## src/rtl/mac_sequencer_if.sv

```systemverilog
// Control/operand bundle between the register file, the sequencer and the MAC datapath.
// Register-file side (master) drives the job request; the sequencer (slave) drives the strobes and addresses.
interface mac_sequencer_if #(
   parameter int ADR_W = 8
);
   logic             i_start;
   logic             i_abort;
   logic [7:0]       i_rows;
   logic [7:0]       i_inner;
   logic [7:0]       i_cols;
   logic             o_busy;
   logic             o_done;
   logic             o_err;
   logic [ADR_W-1:0] o_fm_adr;
   logic [ADR_W-1:0] o_sm_adr;
   logic             o_run;
   logic             o_clr;
   logic             o_wr;
   logic [ADR_W-1:0] o_wr_adr;

   modport master (
      output i_start, i_abort, i_rows, i_inner, i_cols,
      input  o_busy, o_done, o_err, o_fm_adr, o_sm_adr, o_run, o_clr, o_wr, o_wr_adr
   );

   modport slave (
      input  i_start, i_abort, i_rows, i_inner, i_cols,
      output o_busy, o_done, o_err, o_fm_adr, o_sm_adr, o_run, o_clr, o_wr, o_wr_adr
   );
endinterface

```

## src/rtl/mac_sequencer.sv

```systemverilog
// Walks A/B/C addresses for C=AxB, one MAC issue per cycle; result writes trail their issue by MAC_LAT.
// Job time from accepted start to done pulse is R*N*K + MAC_LAT + 1; no backpressure, abort cancels at once.
module mac_sequencer #(
   parameter int MAX_DIM = 8,
   parameter int ADR_W   = 8,
   parameter int MAC_LAT = 3
) (
   input  logic           i_wb_clk,
   input  logic           i_wb_rst_n,
   mac_sequencer_if.slave bus
);

   generate
      if (MAX_DIM * MAX_DIM - 1 >= (1 << ADR_W)) begin : g_adr_chk
         $error("ADR_W cannot hold MAX_DIM*MAX_DIM-1");
      end
      if (MAC_LAT < 1) begin : g_lat_chk
         $error("MAC_LAT must be at least 1");
      end
   endgenerate

   typedef enum logic [1:0] {IDLE, RUN, DRAIN, DONE} state_t;

   localparam logic [7:0] MAX_D = 8'(MAX_DIM);

   state_t           state_q, state_d;
   logic [7:0]       rows_q, inner_q, cols_q;
   logic [7:0]       r_q, c_q, k_q;
   logic [ADR_W-1:0] a_base_q, t_adr_q, fm_q, sm_q;
   logic             run_q, clr_q, busy_q, done_q, err_q;
   logic [MAC_LAT-1:0] tag_q;
   logic [ADR_W-1:0] tadr_q [MAC_LAT];

   logic size_bad, k_last, c_last, r_last, last_issue, push, pending, abort_hit;

   assign size_bad   = (bus.i_rows  == 8'd0) || (bus.i_rows  > MAX_D) ||
                       (bus.i_inner == 8'd0) || (bus.i_inner > MAX_D) ||
                       (bus.i_cols  == 8'd0) || (bus.i_cols  > MAX_D);
   assign k_last     = (k_q == inner_q - 8'd1);
   assign c_last     = (c_q == cols_q  - 8'd1);
   assign r_last     = (r_q == rows_q  - 8'd1);
   assign last_issue = run_q && k_last && c_last && r_last;
   assign abort_hit  = bus.i_abort && ((state_q == RUN) || (state_q == DRAIN));
   assign push       = (state_q == RUN) && run_q && k_last && !bus.i_abort;

   // Anything still in flight ahead of the output stage keeps DRAIN alive.
   always_comb begin
      pending = 1'b0;
      for (int j = 0; j < MAC_LAT - 1; j++) begin
         pending = pending | tag_q[j];
      end
   end

   always_comb begin
      state_d = state_q;
      unique case (state_q)
         IDLE:    if (bus.i_start) state_d = size_bad ? DONE : RUN;
         RUN:     if (bus.i_abort) state_d = IDLE;
                  else if (last_issue) state_d = DRAIN;
         DRAIN:   if (bus.i_abort) state_d = IDLE;
                  else if (tag_q[MAC_LAT-1] && !pending) state_d = DONE;
         DONE:    state_d = IDLE;
         default: state_d = IDLE;
      endcase
   end

   always_ff @(posedge i_wb_clk or negedge i_wb_rst_n) begin
      if (!i_wb_rst_n) begin
         state_q <= IDLE;
         busy_q  <= 1'b0;
         done_q  <= 1'b0;
      end else begin
         state_q <= state_d;
         busy_q  <= (state_d == RUN) || (state_d == DRAIN);
         done_q  <= (state_d == DONE);
      end
   end

   always_ff @(posedge i_wb_clk or negedge i_wb_rst_n) begin
      if (!i_wb_rst_n) begin
         rows_q   <= 8'd0;
         inner_q  <= 8'd0;
         cols_q   <= 8'd0;
         r_q      <= 8'd0;
         c_q      <= 8'd0;
         k_q      <= 8'd0;
         a_base_q <= '0;
         t_adr_q  <= '0;
         fm_q     <= '0;
         sm_q     <= '0;
         run_q    <= 1'b0;
         clr_q    <= 1'b0;
         err_q    <= 1'b0;
      end else if ((state_q == IDLE) && bus.i_start) begin
         rows_q   <= bus.i_rows;
         inner_q  <= bus.i_inner;
         cols_q   <= bus.i_cols;
         r_q      <= 8'd0;
         c_q      <= 8'd0;
         k_q      <= 8'd0;
         a_base_q <= '0;
         t_adr_q  <= '0;
         fm_q     <= '0;
         sm_q     <= '0;
         run_q    <= !size_bad;
         clr_q    <= !size_bad;
         err_q    <= size_bad;
      end else if (abort_hit || last_issue) begin
         run_q <= 1'b0;
         clr_q <= 1'b0;
      end else if ((state_q == RUN) && run_q) begin
         if (!k_last) begin
            k_q   <= k_q + 8'd1;
            fm_q  <= fm_q + ADR_W'(1);
            sm_q  <= sm_q + ADR_W'(cols_q);
            clr_q <= 1'b0;
         end else begin
            // Dot product finished: rewind k, step to the next C element.
            k_q     <= 8'd0;
            clr_q   <= 1'b1;
            t_adr_q <= t_adr_q + ADR_W'(1);
            if (!c_last) begin
               c_q  <= c_q + 8'd1;
               fm_q <= a_base_q;
               sm_q <= ADR_W'(c_q) + ADR_W'(1);
            end else begin
               c_q      <= 8'd0;
               r_q      <= r_q + 8'd1;
               a_base_q <= a_base_q + ADR_W'(inner_q);
               fm_q     <= a_base_q + ADR_W'(inner_q);
               sm_q     <= '0;
            end
         end
      end
   end

   always_ff @(posedge i_wb_clk or negedge i_wb_rst_n) begin
      if (!i_wb_rst_n) begin
         tag_q <= '0;
         for (int j = 0; j < MAC_LAT; j++) tadr_q[j] <= '0;
      end else begin
         tag_q[0]  <= push;
         tadr_q[0] <= t_adr_q;
         for (int j = 1; j < MAC_LAT; j++) begin
            tag_q[j]  <= tag_q[j-1];
            tadr_q[j] <= tadr_q[j-1];
         end
         if (abort_hit) tag_q <= '0;
      end
   end

   assign bus.o_busy   = busy_q;
   assign bus.o_done   = done_q;
   assign bus.o_err    = err_q;
   assign bus.o_fm_adr = fm_q;
   assign bus.o_sm_adr = sm_q;
   assign bus.o_run    = run_q;
   assign bus.o_clr    = clr_q;
   assign bus.o_wr     = tag_q[MAC_LAT-1];
   assign bus.o_wr_adr = tadr_q[MAC_LAT-1];

endmodule

```

## src/flat_wrapper.sv

```systemverilog
// flat-port wrapper written by rule: the top's interface ports become plain ports
module mac_sequencer_flat 
#(
   parameter int MAX_DIM = 8,
   parameter int ADR_W   = 8,
   parameter int MAC_LAT = 3
)
  (i_wb_clk, i_wb_rst_n, bus_i_start, bus_i_abort, bus_i_rows, bus_i_inner, bus_i_cols, bus_o_busy, bus_o_done, bus_o_err, bus_o_fm_adr, bus_o_sm_adr, bus_o_run, bus_o_clr, bus_o_wr, bus_o_wr_adr);
  mac_sequencer_if #(.ADR_W(ADR_W)) bus_i ();
  input  logic i_wb_clk;
  input  logic i_wb_rst_n;
  input wire logic [$bits(bus_i.i_start)-1:0] bus_i_start;
  input wire logic [$bits(bus_i.i_abort)-1:0] bus_i_abort;
  input wire logic [$bits(bus_i.i_rows)-1:0] bus_i_rows;
  input wire logic [$bits(bus_i.i_inner)-1:0] bus_i_inner;
  input wire logic [$bits(bus_i.i_cols)-1:0] bus_i_cols;
  output wire logic [$bits(bus_i.o_busy)-1:0] bus_o_busy;
  output wire logic [$bits(bus_i.o_done)-1:0] bus_o_done;
  output wire logic [$bits(bus_i.o_err)-1:0] bus_o_err;
  output wire logic [$bits(bus_i.o_fm_adr)-1:0] bus_o_fm_adr;
  output wire logic [$bits(bus_i.o_sm_adr)-1:0] bus_o_sm_adr;
  output wire logic [$bits(bus_i.o_run)-1:0] bus_o_run;
  output wire logic [$bits(bus_i.o_clr)-1:0] bus_o_clr;
  output wire logic [$bits(bus_i.o_wr)-1:0] bus_o_wr;
  output wire logic [$bits(bus_i.o_wr_adr)-1:0] bus_o_wr_adr;
  assign bus_i.i_start = bus_i_start;
  assign bus_i.i_abort = bus_i_abort;
  assign bus_i.i_rows = bus_i_rows;
  assign bus_i.i_inner = bus_i_inner;
  assign bus_i.i_cols = bus_i_cols;
  assign bus_o_busy = bus_i.o_busy;
  assign bus_o_done = bus_i.o_done;
  assign bus_o_err = bus_i.o_err;
  assign bus_o_fm_adr = bus_i.o_fm_adr;
  assign bus_o_sm_adr = bus_i.o_sm_adr;
  assign bus_o_run = bus_i.o_run;
  assign bus_o_clr = bus_i.o_clr;
  assign bus_o_wr = bus_i.o_wr;
  assign bus_o_wr_adr = bus_i.o_wr_adr;
  mac_sequencer #(.MAX_DIM(MAX_DIM), .ADR_W(ADR_W), .MAC_LAT(MAC_LAT)) u_core (.i_wb_clk(i_wb_clk), .i_wb_rst_n(i_wb_rst_n), .bus(bus_i));
endmodule
```

## config.mk

```make
export PLATFORM = sky130hd
export DESIGN_NAME = mac_sequencer_flat
export DESIGN_NICKNAME = d
export VERILOG_FILES = /design/src/rtl/mac_sequencer_if.sv /design/src/rtl/mac_sequencer.sv /design/src/flat_wrapper.sv
export SDC_FILE = /design/constraint.sdc
export NUM_CORES = 1
export LEC_CHECK = 0
export ABC_AREA = 1
export BUFFER_PORTS_ARGS = -buffer_cell sky130_fd_sc_hd__buf_2
export CORE_MARGIN = 4
export CORE_UTILIZATION = 30
export CTS_CLUSTER_SIZE = 25
export DETAILED_ROUTE_END_ITERATION = 6
export HOLD_SLACK_MARGIN = 0.1
export PLACE_DENSITY = 0.46
export SYNTH_ARGS = -nofsm -noshare
export SYNTH_HDL_FRONTEND = slang
export SYNTH_SLANG_ARGS = --single-unit
export TNS_END_PERCENT = 10
```

## constraint.sdc

```tcl
create_clock -name i_wb_clk -period 4.2 [get_ports i_wb_clk]
set_input_delay 0.84 -clock i_wb_clk [delete_from_list [all_inputs] [get_ports i_wb_clk]]
set_output_delay 0.84 -clock i_wb_clk [all_outputs]
set_load 0.03 [all_outputs]
```

== Word-level counts from Yosys, hierarchy flattened ==
Index checks and enable logic that the tools add are counted.
Storage, ports and cells
  output and inout bits: 30
  logic and storage cells: 121
  register bits after elaboration: 114
  input port bits: 28
Operators by class
  $lt $le $gt $ge: 3
  bitwise gates (word level): 1
  multiplexer cells: 45
  add/subtract/negate cells: 10
  eq/ne operators: 10
  reduce and logical (&&, ||, !) cells: 32
Operator list (count)
  two-way mux 8 bit: 31
  adder 8 x 1 -> 8 bit, second input constant: 5
  == test 8 bit: 3
  > comparator 8 x 4 -> 1 bit, second input constant: 3
  zero test 8 bit: 3
  subtractor 8 x 1 -> 8 bit, second input constant: 3
  adder 8 bit: 2
  two-way mux 2 bit: 6
  logical AND 1 bit: 9
  == test 2 bit, second input constant: 4
  logical OR 1 bit: 8
  case mux 2 bit (4 select lines): 1
  nonzero test 2 bit: 4
  two-way mux 1 bit: 6
  == test 2 x 1 -> 1 bit, second input constant: 2
  AND reduction 4 bit: 1
  zero test 1 bit: 3
  two-way mux 3 bit: 1
  AND reduction 3 bit: 1
  nonzero test 3 bit: 1
  zero test 2 bit: 1
  inequality test 2 x 1 -> 1 bit, second input constant: 1
  AND reduction 2 bit: 1
  bitwise OR 1 bit: 1

== Longest topological paths before layout ==
Gate-level depths: netlist of the first run.
  depth in word-level cells: 11
  mapped depth: 18

== Worst setup path after synthesis of the first run ==
Ideal clock, no wire load.
  kind: register to register
  start point: reg u_core.cols_q[0]
  end point: reg u_core.sm_q[0], in the netlist u_core.bus.o_sm_adr[0]
  data arrival time: 2067 ps
  buffers on the path: 2
  library setup time: 117 ps
  setup slack: 2015 ps
  stages on the path, launching flop included: 18
  cell sequence: dfrtp_1 -> inv_2 -> ha_1 -> inv_1 -> nand2_1 -> nand2_1 -> nor2_1 -> nand3_1 -> nor2_1 -> nand3_1 -> nor2_4 -> nand3_4 -> nand3_4 -> nand2_4 -> buf_6 -> buf_6 -> nand2_1 -> nand2_1
Between the ends
  word-level cells in the longest chain between the ends: 7
  elaborated cells on any way between the ends: 13
RTL lines
  start, declared: line mac_sequencer.sv:27  | logic [7:0] rows_q, inner_q, cols_q;
  start signal, assigned: line mac_sequencer.sv:97  | cols_q <= bus.i_cols;
  subtractor 8 x 1 -> 8 bit: line mac_sequencer.sv:40  | assign c_last = (c_q == cols_q - 8'd1);
  == test 8 bit: line mac_sequencer.sv:40
  two-way mux 8 bit or logical AND 1 bit (tied branches): line mac_sequencer.sv:122, mac_sequencer.sv:42
  two-way mux 8 bit or logical AND 1 bit (tied branches): line mac_sequencer.sv:112, mac_sequencer.sv:42
  two-way mux 8 bit or logical OR 1 bit (tied branches): line mac_sequencer.sv:111, mac_sequencer.sv:108
  two-way mux 8 bit or inequality test 2 x 1 -> 1 bit (tied branches)
  two-way mux 8 bit or AND reduction 2 bit (tied branches)
  end signal, assigned: line mac_sequencer.sv:115  | sm_q <= sm_q + ADR_W'(cols_q);
  end signal, assigned: line mac_sequencer.sv:125  | sm_q <= ADR_W'(c_q) + ADR_W'(1);
  end, declared: line mac_sequencer.sv:29  | logic [ADR_W-1:0] a_base_q, t_adr_q, fm_q, sm_q;
Several ways; a longest one is shown, not always the timed one. The select of a mux whose other input is x is not followed.
A chain may end at the register's enable or synchronous reset.

== Final worst setup path of the first run ==
  start point: reg u_core.cols_q[0]
  end point: reg u_core.c_q[3]
Between the ends
  word-level cells in the longest chain between the ends: 7
  elaborated cells on any way between the ends: 12
RTL lines
  subtractor 8 x 1 -> 8 bit (*): line mac_sequencer.sv:40
  == test 8 bit (*): line mac_sequencer.sv:40
  two-way mux 8 bit or logical AND 1 bit (tied branches): line mac_sequencer.sv:122, mac_sequencer.sv:42
  two-way mux 8 bit or logical AND 1 bit (tied branches): line mac_sequencer.sv:112, mac_sequencer.sv:42
  two-way mux 8 bit or logical OR 1 bit (tied branches): line mac_sequencer.sv:111, mac_sequencer.sv:108
  two-way mux 8 bit or inequality test 2 x 1 -> 1 bit (tied branches)
  two-way mux 8 bit or AND reduction 3 bit (tied branches)
  end signal, assigned: line mac_sequencer.sv:123  | c_q <= c_q + 8'd1;
  end, declared: line mac_sequencer.sv:28  | logic [7:0] r_q, c_q, k_q;
Mark *: on every way between the ends. The rest lies on a longest branch, timed or not. The select of a mux whose other input is x is not followed.

==> flow_summary.ini, run 1 <==
[critical_path]
crit_path_top_delay_cell = nand2_2
crit_type = register to register
path_cells = inv_2 > ha_1 > inv_1 > nand2_1 > nand2_1 > nand2_1 > nand3_1 > nor2_1 > nand3_1 > nor2_4 > nand3_4 > nand3_4 > nand2_4 > nand2_2 > nand2_1 > nand2_1
crit_path_frequent_cell = nand2_1
reg2reg_slack_ps = 1050
crit_fanout = 26
endpoint_kind = register
start_kind = register
cp_slowest_stage_delay_ps = 470
arrival_ps = 3500
critPathRequiredTime_ps = 4550

[hold_path]
worstHoldPathType = register to register

[placement]
dp_slack_ps = 1050
dp_cells = 1217
placed_area_sq_mm = 0.00738
port-buffer-count = 57
place_congestion = 0.796
dpl.hpwl_um = 12400

[layout]
nets = 1008
instances_no_fill = 1249
largest-register = u_core.tadr_q
drive_above_1_share_pct = 13.3
area_growth_pct = 15.7
largest_reg_flops = 16
fin_area_sq_mm = 0.00795
antenna_cells = 0

[yosys]
synth_seq_cells = 114
syn-num-nets = 961
async_flop_share_pct = 100
synth_area_leaders = dfrtp_1, nand2_1, nand3_1, ha_1, inv_1
ys_warn_count = 0
seq_area_frac_synth_pct = 41.5
netlist_area_sq_mm = 0.00687
ys_types = 36
synth_top_cell_area_share_pct = 41.5
synth_area_per_cell_sq_um = 7.60
synth_edf_count = 0
synth_top_area_cell = dfrtp_1
syn_inst = 904
synth_common_cells = nand2_1, nand3_1, dfrtp_1
synth_flop_cell = dfrtp_1
yosysMostFrequentCell = nand2_1

[sta]
skew_ps = 6.49
rsz0062_at_grt = false
slew-limit-headroom_pct = 53.4
period_share_pct = 74.9
fin_setup_tns_ps = 0
postLayoutSetupSlackWorst_ps = 1050
slew_viol_final = 0
finalHoldViolCount = 0
worst_slew_pin_slew_ps = 692
setup_viol_count_final = 0
max_freq_mhz = 318
finalWorstPathRequiredPeriod_ps = 3150

[die]
start_util_pct = 30.4
die_y_um = 159
rows = 55
dieArea_sq_mm = 0.0254
die_w_um = 159
ios = 58
coreArea_sq_mm = 0.0226

[power]
power.leakage_nw = 4.18
powerDensity_mw_per_mm2 = 711
irDropWorstVdd_uv = 283

[cts]
htreeDepth = 4
cts.sinks = 114
clk_latency_ps = 420
cts_buffer_depth = 2
cts_root_buffer = clkbuf_16
path_clk_slew_ps = 60
cts_made_buffers = 17
postCtsHoldBufs = 0
cts_setup_buffers = 0
tritoncts = built
post_cts_resized = 0

[routing]
avgRoutedWirePerCell_um = 14.3
drtIter0Drc = 377
detail-route-antenna-nets = 0
via_count = 5853
dr.pass1.iters = 5
vias_per_cell = 4.69
wl_um = 17800
drc = 0

[job]
cap_violations = 0

[grt]
grt_pass1_vias = 5807
grt_max_degree = 115
antenna_found_initial = 0
grt_overflow = 0
gr-usage-all-layers_pct = 14.5
grt_pass1_wl_um = 30000

[run_status]
outcome = completed
## cells in the final DEF, fill, tap and decap left out, types with 2 or more instances in the layout
cell and n:
nand4_1 12, nor4_1 3, nand3b_1 6, inv_6 7, nor2_1 74, clkinv_1 2, nand3_2 9, inv_1 84
ha_1 27, nand2_1 260, o21ai_0 49, nor3_1 11, buf_2 56, nand2_4 2, a21oi_1 19, nand3_4 2
clkbuf_16 17, dfrtp_1 114, xor2_1 32, fa_1 2, buf_4 7, nor2_2 2, nand3_1 118, nand2_2 4
nor2_4 2, or2_2 6, clkinv_4 2, nor3b_1 2, inv_2 4, xnor2_1 16, clkinvlp_4 4
## cell type report
cell class	instances	area, sq um
Multi-Input combinational cell	664	3480
Clock inverter	15	144
Clock buffer	17	425
Sequential cell	114	2850
Tap cell	285	357
Fill cell	2422	14600
Inverter	90	338
Timing Repair Buffer	64	353
## worst max-delay path, delay by kind of cell (launching register included)
family	cells	cell delay [ps]
buf+inv	2	190
fa+ha+maj	1	250
flops	1	430
simple gates	13	2190
## final timing paths
kind | startpoint | end | cells past startpoint
max in group asynchronous | i_wb_rst_n | u_core.tag_q[2] | 2
min in group asynchronous | i_wb_rst_n | u_core.bus.o_wr_adr[3] | 2
min | u_core.tadr_q[11] | u_core.bus.o_wr_adr[3] | 0
min reg2reg | u_core.tadr_q[11] | u_core.bus.o_wr_adr[3] | 0
max | u_core.cols_q[0] | u_core.c_q[3] | 16
max reg2reg | u_core.cols_q[0] | u_core.c_q[3] | 16
## cells by family after synthesis
kind of cell             after synthesis  synth area share [%]
AND/OR/NAND/NOR                      513                  33.4
buffers and inverters                126                  7.83
flip-flops                           114                  41.5
AO/OA/AOI/OAI                         74                  5.63
XOR/XNOR                              48                  6.12
adder cells (fa/ha/maj)               29                  5.50
## through the flow
| step | hold slack [ps] | utilization (%) | total power [mW] |
|---|---|---|---|
| 2_1_floorplan | 331 | - | 3.62 |
| 3_3_place_gp | 332 | 32.7 | 4.26 |
| 3_5_place_dp | 335 | 32.7 | 4.26 |
| 4_1_cts | 349 | 35.2 | 5.72 |
| 5_1_grt | 352 | 35.2 | 6.16 |
| 6_report | 347 | 35.2 | 5.65 |
## per-layer routing
metal,GRT usage [%],part of all wire [%],vias to the layer above
met1,20.9,52,2728
met4,4.18,1.2,0
li1,-,-,2996
met2,22.1,43,111
met3,3.18,3.3,18
met5,0,0,-
## report_power, final
| group | switching, mW | leakage, nW | internal (mW) |
|---|---|---|---|
| clock | 0.604 | 0.268 | 0.826 |
| sequential | 0.371 | 1.51 | 1.41 |
| combinational | 1.58 | 2.39 | 0.859 |
| total | 2.56 | 4.18 | 3.09 |
Note: power is estimated with default switching activity, not from simulation.
==> run 2, diff against run 1 <==
- clock period: 4.2 -> 3.05 ns (I/O delays scaled with it)
==> run 2 against run 1 <==
Effect of this change: wire length increased by 0.13%; combinational power increased by 39%; via count decreased by 0.50%; clock power increased by 43%; critical endpoint is now u_core.bus.o_fm_adr[2]; maximum frequency increased by 20%; clock-buffer cell count unchanged; global-route usage increased by 0.20 points; worst setup slack got worse by 620 ps; hold slack got worse by 150 ps; final area increased by 1.6%; power increased by 40%; highest routed layer unchanged; cell count increased by 0.72%.
==> flow_summary.ini, run 2 (synthesis gave the netlist of run 1 again) <==
[sta]
fin_setup_tns_ps = 0
finalWorstPathRequiredPeriod_ps = 2620
max_freq_mhz = 382
rsz0062_at_grt = false
slew-limit-headroom_pct = 59.0
postLayoutSetupSlackWorst_ps = 429
finalHoldViolCount = 0
slew_viol_final = 0
period_share_pct = 85.9
setup_viol_count_final = 0
skew_ps = 12.5
worst_slew_pin_slew_ps = 614

[power]
powerDensity_mw_per_mm2 = 978
irDropWorstVdd_uv = 319
swShare_pct = 44.5
p_switching_mw = 3.52
power.leakage_nw = 4.26
power_frac_clock_pct = 26.0
combPwrFrac_pct = 43.0
power_frac_seq_pct = 31.1
internal_power_mw = 4.39

[grt]
grt_overflow = 0
grt_pass1_wl_um = 30400
gr-usage-all-layers_pct = 14.7
antenna_found_initial = 0
grt_max_degree = 59
grt_pass1_vias = 5760

[critical_path]
arrival_ps = 2930
reg2reg_slack_ps = 430
endpoint_kind = register
crit_fanout = 7
start_kind = register
critPathRequiredTime_ps = 3360
crit_type = register to register

[cts]
htreeDepth = 4
cts_buffer_depth = 2
postCtsHoldBufs = 0
cts_root_buffer = clkbuf_16
cts_made_buffers = 17
tritoncts = built
path_clk_slew_ps = 60
cts_setup_buffers = 0
clk_latency_ps = 420
post_cts_resized = 0
cts.sinks = 114

[routing]
avgRoutedWirePerCell_um = 14.2
via_count = 5824
drtIter0Drc = 433
detail-route-antenna-nets = 0
drc = 0
vias_per_cell = 4.63
dr.pass1.iters = 5
wl_um = 17800

[die]
dieArea_sq_mm = 0.0254
coreArea_sq_mm = 0.0226
rows = 55
ios = 58
die_w_um = 159
die_y_um = 159
start_util_pct = 30.4

[layout]
mostFrequentLayoutCell = nand2_1
largest-register = u_core.tadr_q
antenna_cells = 0
post-route-util_pct = 35.8
layout_common_cells = nand2_1, nand3_1, dfrtp_1
area_growth_pct = 17.6
drive_above_1_share_pct = 14.1
largest_reg_flops = 16
nets = 1017

[placement]
place_congestion = 0.778
dpl.hpwl_um = 12700
port-buffer-count = 57
dp_slack_ps = 406

[run_status]
outcome = completed

[job]
cap_violations = 0

[hold_path]
worstHoldPathType = input pin to async pin
-- run 2: final cells by class --
class,instances,area (sq um)
Sequential cell,114,2850
Clock buffer,17,425
Multi-Input combinational cell,664,3480
Timing Repair Buffer,73,458
Inverter,90,338
Tap cell,285,357
Clock inverter,15,169
Fill cell,2409,14500
-- run 2: worst paths after layout --
check	start	to	cells after the start
worst max-delay path	u_core.cols_q[0]	u_core.bus.o_fm_adr[2]	16
worst min-delay path	i_wb_rst_n	u_core.tadr_q[11]	1
worst max register to register	u_core.cols_q[0]	u_core.bus.o_fm_adr[2]	16
worst min register to register	u_core.tadr_q[17]	u_core.tadr_q[9]	0
max in group asynchronous	i_wb_rst_n	u_core.r_q[1]	2
min in group i_wb_clk	u_core.tadr_q[17]	u_core.tadr_q[9]	0
-- run 2: power by group through the flow --
stage                     registers [mW]  logic (mW)  clock network [mW]
after global placement              2.48        3.42                   0
after floorplan                     2.51        2.47                   0
after detailed placement            2.48        3.42                   0
after global routing                2.54        3.93                2.17
after CTS                           2.46        3.44                2.10
final                               2.45        3.40                2.05
-- run 2: metal layers --
layer  wire length, um  track usage [%]  up-vias
met5                 0                0        -
met4               132             3.55        0
met3               627             3.24        7
met2              7680             22.1      104
met1              9400             21.6     2690
li1                  -                -     3023
-- run 2: critical path: stages (launching register included) --
cell	delay (ps)
dfrtp_1	460
inv_2	110
ha_1	310
inv_1	40
nand2_1	40
nand2_1	40
nor2_1	90
nand3_1	70
nor2_1	150
nand2_1	70
nor2_1	90
nand2_1	200
buf_4	240
o21ai_0	320
nand2_1	130
nand3_1	110
nand2_1	60
-- run 2: metrics by stage --
stage	total power [mW]	hold slack [ps]	std cells	instance area (sq um)
floorplan	4.98	314	904	6870
global placement	5.89	331	1226	7490
detailed placement	5.90	335	1226	7490
CTS	8.00	223	1258	8080
global route	8.64	239	1258	8080
finish	7.90	198	1258	8080
